$ cat src/rtl/keypad_scan.sv
// 4x4 matrix keypad scanner: walks an active-low row strobe, debounces whole-keypad
// snapshots and shifts each accepted key into a 16-bit hex entry register.
module keypad_scan #(
   parameter int SCAN_DIV       = 25000,
   parameter int DEBOUNCE_SCANS = 8
) (
   input  logic        CLK,
   input  logic        Reset,
   input  logic [3:0]  col_in,
   input  logic        entry_clear,
   output logic [3:0]  row_out,
   output logic        key_valid,
   output logic [3:0]  key_code,
   output logic        key_held,
   output logic [15:0] entry_value
);

   localparam int DIV_W = (SCAN_DIV > 2) ? $clog2(SCAN_DIV) : 1;
   localparam int CNT_W = $clog2(DEBOUNCE_SCANS + 1);
   localparam logic [DIV_W-1:0] DIV_LAST = DIV_W'(SCAN_DIV - 1);
   localparam logic [CNT_W-1:0] CNT_MAX  = CNT_W'(DEBOUNCE_SCANS);

   typedef enum logic [1:0] {
      ST_IDLE,
      ST_PRESS,
      ST_HELD,
      ST_RELEASE
   } state_t;

   logic [3:0]       col_meta_q, col_sync_q;
   logic [DIV_W-1:0] div_q, div_d;
   logic [1:0]       row_q, row_d;
   logic [15:0]      snap_q, snap_d;
   logic [15:0]      prev_q, prev_d;
   logic [CNT_W-1:0] cnt_q, cnt_d;
   state_t           state_q, state_d;
   logic             key_valid_q, key_valid_d;
   logic [3:0]       key_code_q, key_code_d;
   logic             key_held_q, key_held_d;
   logic [15:0]      entry_q, entry_d;

   logic             sample;
   logic             scan_end;
   logic [15:0]      scan_word;
   logic             is_none;
   logic             is_single;
   logic [3:0]       key_idx;

   assign sample   = (div_q == DIV_LAST);
   assign scan_end = sample && (row_q == 2'd3);

   // scan_word is the snapshot with the row being sampled right now already folded in,
   // so at scan end it holds the complete 16-bit picture of the keypad.
   genvar gi;
   generate
      for (gi = 0; gi < 4; gi++) begin : g_slot
         logic hit;
         assign hit = sample && (row_q == 2'(gi));
         assign scan_word[4*gi +: 4] = hit ? ~col_sync_q : snap_q[4*gi +: 4];
      end
   endgenerate

   assign snap_d    = scan_word;
   assign is_none   = (scan_word == 16'h0000);
   assign is_single = !is_none && ((scan_word & (scan_word - 16'h0001)) == 16'h0000);

   always_comb begin
      key_idx = 4'h0;
      for (int i = 0; i < 16; i++) begin
         if (scan_word[i]) begin
            key_idx = 4'(i);
         end
      end
   end

   always_comb begin
      div_d = div_q;
      row_d = row_q;
      if (sample) begin
         div_d = '0;
         row_d = row_q + 2'd1;
      end else begin
         div_d = div_q + 1'b1;
      end
   end

   always_comb begin
      cnt_d  = cnt_q;
      prev_d = prev_q;
      if (scan_end) begin
         prev_d = scan_word;
         if (scan_word == prev_q) begin
            cnt_d = (cnt_q == CNT_MAX) ? cnt_q : cnt_q + 1'b1;
         end else begin
            cnt_d = CNT_W'(1);
         end
      end
   end

   always_comb begin
      state_d     = state_q;
      key_valid_d = 1'b0;
      key_code_d  = key_code_q;
      key_held_d  = key_held_q;
      if (scan_end) begin
         case (state_q)
            ST_IDLE: begin
               if (is_single) begin
                  state_d = ST_PRESS;
               end
            end
            ST_PRESS: begin
               if (!is_single) begin
                  state_d = ST_IDLE;
               end else if (cnt_d == CNT_MAX) begin
                  state_d     = ST_HELD;
                  key_valid_d = 1'b1;
                  key_code_d  = key_idx;
                  key_held_d  = 1'b1;
               end
            end
            ST_HELD: begin
               // Rollover and extra keys while held are deliberately ignored.
               if (is_none) begin
                  state_d = ST_RELEASE;
               end
            end
            ST_RELEASE: begin
               if (!is_none) begin
                  state_d = ST_HELD;
               end else if (cnt_d == CNT_MAX) begin
                  state_d    = ST_IDLE;
                  key_held_d = 1'b0;
               end
            end
            default: state_d = ST_IDLE;
         endcase
      end
   end

   // A clear on the same edge as an accepted key drops that digit.
   always_comb begin
      entry_d = entry_q;
      if (entry_clear) begin
         entry_d = 16'h0000;
      end else if (key_valid_d) begin
         entry_d = {entry_q[11:0], key_code_d};
      end
   end

   always_ff @(posedge CLK) begin
      if (Reset) begin
         col_meta_q  <= 4'hF;
         col_sync_q  <= 4'hF;
         div_q       <= '0;
         row_q       <= 2'd0;
         snap_q      <= 16'h0000;
         prev_q      <= 16'h0000;
         cnt_q       <= '0;
         state_q     <= ST_IDLE;
         key_valid_q <= 1'b0;
         key_code_q  <= 4'h0;
         key_held_q  <= 1'b0;
         entry_q     <= 16'h0000;
      end else begin
         col_meta_q  <= col_in;
         col_sync_q  <= col_meta_q;
         div_q       <= div_d;
         row_q       <= row_d;
         snap_q      <= snap_d;
         prev_q      <= prev_d;
         cnt_q       <= cnt_d;
         state_q     <= state_d;
         key_valid_q <= key_valid_d;
         key_code_q  <= key_code_d;
         key_held_q  <= key_held_d;
         entry_q     <= entry_d;
      end
   end

   assign row_out     = ~(4'b0001 << row_q);
   assign key_valid   = key_valid_q;
   assign key_code    = key_code_q;
   assign key_held    = key_held_q;
   assign entry_value = entry_q;

endmodule

$ cat config.mk
export PLATFORM = sky130hd
export DESIGN_NAME = keypad_scan
export DESIGN_NICKNAME = d
export VERILOG_FILES = /design/src/rtl/keypad_scan.sv
export SDC_FILE = /design/constraint.sdc
export NUM_CORES = 1
export LEC_CHECK = 0
export CAP_MARGIN = 20
export CORE_MARGIN = 4
export CORE_UTILIZATION = 64
export CTS_CLUSTER_DIAMETER = 200
export DETAILED_ROUTE_END_ITERATION = 6
export PLACE_DENSITY = 0.86
export SKIP_CTS_REPAIR_TIMING = 1
export SKIP_LAST_GASP = 1
export SYNTH_ARGS = -nofsm -noshare
export SYNTH_HDL_FRONTEND = slang
export SYNTH_SLANG_ARGS = --single-unit
$ cat constraint.sdc
create_clock -name CLK -period 6.8 [get_ports CLK]
set_input_delay 0.68 -clock CLK [delete_from_list [all_inputs] [get_ports CLK]]
set_output_delay 0.68 -clock CLK [all_outputs]
set_load 0.02 [all_outputs]
==> metrics <==
I/O pin count=33; FILL cells=~530; dpl cell area=about 5000 um2; delay-heaviest family, CP=simple AND/OR/NAND/NOR gates; Reg clk slew, reported paths=around 0.080 ns; Layout area overhead=10.48%; Crit. Startpoint=div_q[10]$_SDFF_PP0_; Async SR Flop Fraction=0%; initial antenna violation count=0; Clock Skew=0.01325 ns; routability cong.=~1; CTS H-tree lvls=3; Starting Density=about two thirds; Worst setup SP type=flop; Skew-Pair Late Insertion Delay=0.36 ns; Rel. slew slack=around 44%; Yosys reg bits=85; post-synthesis cell count=567; post-synthesis average cell area=8.275 um2; Critical Path RT=~7.1 ns; ys flop type=dfxtp_1; outcome=completed; nets=593; Initial DRC Count=just over 400; drt drc=0; DP Wirelength=between 8000 and 9000 um; Synth warnings=0; Die Y-Extent=~94 um; WS Path Type=flop to flop; die width=roughly 94 um; synthesized area=4692 um2; Tcrit/Tclk final=approximately 60%; unrepaired setup endpoints after global routing=false; Max Cap Viol=0; Placed Cells=about 660; Vias/cell=approximately 6.3; Core Area=~7000 um2; Most Frequent Cell on Critical Path=mux2i_1; final setup TNS=0 ns; remaining global-route overflow=0; Fin. Hold Viols=0; Post-Syn Nets=just under 600; layout cells sized above 1=under 10%; drt total wl=~12000 um; Leak Pwr=1.846 nW; DR WL/cell=around 18 um; post-route ant nets=0; Longest Clk Path Bufs=2; Setup WS post-layout=around 2.7 ns; CTS tree=built; Post-Place Setup Slack=between 2 and 3 ns; EDFF count, synth=0; vias in the first global route=4099; max incr delay on CP=around 0.78 ns; Yosys cell types=62; die area=between 8000 and 9000 um2; GRT Util Overall=28.34%; WHS=~0.41 ns; crit path DAT=around 4.4 ns; Hold Startpoint=col_meta_q[0]$_SDFF_PP1_; Seq/Total Area, Yosys=36.27%; crit path capture type=flop; Site Rows=30; Root Driver=clkbuf_8; post-route minimum period=about 4.1 ns; DR vias=about 4300; Hold Path Class=flop to flop; n_diodes=0; FMAX=about 250 MHz; CTS Buf Count=9; design area=a little over 5000 um2; slowest CP cell=or4_1; Worst Path Max Fanout=10; non-filler cells, final=680; VDD IR max=0.1140 mV; Initial DRT Pass Iterations=5; Worst R2R Start=div_q[10]$_SDFF_PP0_; worst-margin pin slew=just over 0.8 ns; first-pass GRT wire length=roughly 20000 um; Setup Viol. Count Final=0; largest net degree at the start of global routing=between 50 and 60; IO Port Bufs=32; PwrDens=~170 nW/um2; Clock Sinks=85; crit path cell chain=or4b_1 -> or4_1 -> mux2i_1 -> o22ai_1 -> nor4_4 -> and4_1 -> nor4b_4 -> mux2i_1; Final Max Tran Viols=0; Bufs and invs on worst path=0
-- worst reg2reg max path: cells and delay by family, from the launching register on --
kind               cells  cell delay [ns]
AOI/OAI and AO/OA      1             0.22
and+or+nand+nor        5             2.68
DFF                    1             0.37
muxes                  2             0.73
-- final cells by class --
class	count	area, um2	area share, %
Timing Repair Buffer	37	350.3	6.758
Multi-Input combinational cell	425	2741	52.88
Clock buffer	10	127.6	2.462
Inverter	21	78.83	1.521
Sequential cell	85	1702	32.83
Tap cell	96	120.1	2.317
Clock inverter	6	63.81	1.231
-- cells in the final DEF (no fill, tap or decap), drive strengths merged, types with 7 or more instances in the layout --
| cell type | netlist | final |
|---|---|---|
| dfxtp | 85 | 85 |
| nor2 | 82 | 82 |
| nand2 | 40 | 40 |
| mux2i | 34 | 34 |
| a21oi | 33 | 33 |
| clkdlybuf4s50 | 0 | 31 |
| nand3 | 23 | 23 |
| inv | 21 | 21 |
| a211oi | 20 | 20 |
| o21ai | 19 | 19 |
| nor3 | 17 | 17 |
| xor2 | 15 | 15 |
| or2 | 13 | 13 |
| nor4 | 12 | 12 |
| clkbuf | 24 | 11 |
| xnor2 | 10 | 10 |
| mux2 | 9 | 9 |
| and3 | 8 | 8 |
| o22ai | 7 | 7 |
| ha | 7 | 7 |
-- state kept, by name, indices dropped and copies added (netlist names) --
name         cells
cnt_q            4
snap_q          16
key_valid        1
key_code         4
row_q            2
div_q           15
entry_value     16
prev_q          16
key_held         1
col_meta_q       4
state_q          2
col_sync_q       4
-- power by group --
group | internal [mW] | leakage (nW) | switching (mW)
registers | 0.502 | 0.687 | 0.00789
logic | 0.0117 | 1.07 | 0.0184
clock network | 0.169 | 0.0923 | 0.180
total | 0.682 | 1.85 | 0.206
-- through the flow --
stage	util [%]	power [mW]
2_1_floorplan	-	0.5404
3_3_place_gp	71.82	0.5496
3_5_place_dp	71.82	0.5503
4_1_cts	74.58	0.8929
5_1_grt	74.65	0.9185
6_report	74.65	0.8885
-- logic make-up (layout without fill, tap and decap cells) --
kind of cell,count (synthesis),in the layout,synth area share (%)
adder cells (fa/ha/maj),9,9,2.293
buffers and inverters,57,74,5.493
flip-flops,85,85,36.27
XOR/XNOR,25,25,4.667
AO/OA/AOI/OAI,108,108,14.93
AND/OR/NAND/NOR,240,240,26.59
multiplexers,43,43,9.760
-- Yosys cell counts, drive strengths merged, types with 8 or more instances --
master / instances / area [um2]
or2: 13 / 81.33
dfxtp: 85 / 1702
buf: 12 / 88.82
clkbuf: 24 / 90.09
nand3: 23 / 115.1
nor2: 82 / 307.8
a211oi: 20 / 150.1
nand2: 40 / 150.1
o21ai: 19 / 95.09
and3: 8 / 50.05
nor4: 12 / 108.9
nor3: 17 / 85.08
mux2: 9 / 105.1
inv: 21 / 78.83
xor2: 15 / 131.4
xnor2: 10 / 87.58
a21oi: 33 / 165.2
mux2i: 34 / 352.8
-- routing by layer --
layer | routed length (um) | track usage (%)
met5 | 0 | 0
met2 | 5658 | 45.38
met3 | 843 | 5.792
met1 | 5178 | 36.81
met4 | 359 | 12.64
-- final timing paths --
| path | end | slack (ns) | depth (start not counted) |
|---|---|---|---|
| worst max-delay path | entry_value[7]$_SDFFE_PP0P_ | 2.74 | 8 |
| worst min-delay path | col_sync_q[0]$_SDFF_PP1_ | 0.41 | 1 |
| worst max register to register | entry_value[7]$_SDFFE_PP0P_ | 2.74 | 8 |
| worst min register to register | col_sync_q[0]$_SDFF_PP1_ | 0.41 | 1 |
Note: power is estimated with default switching activity, not from simulation.
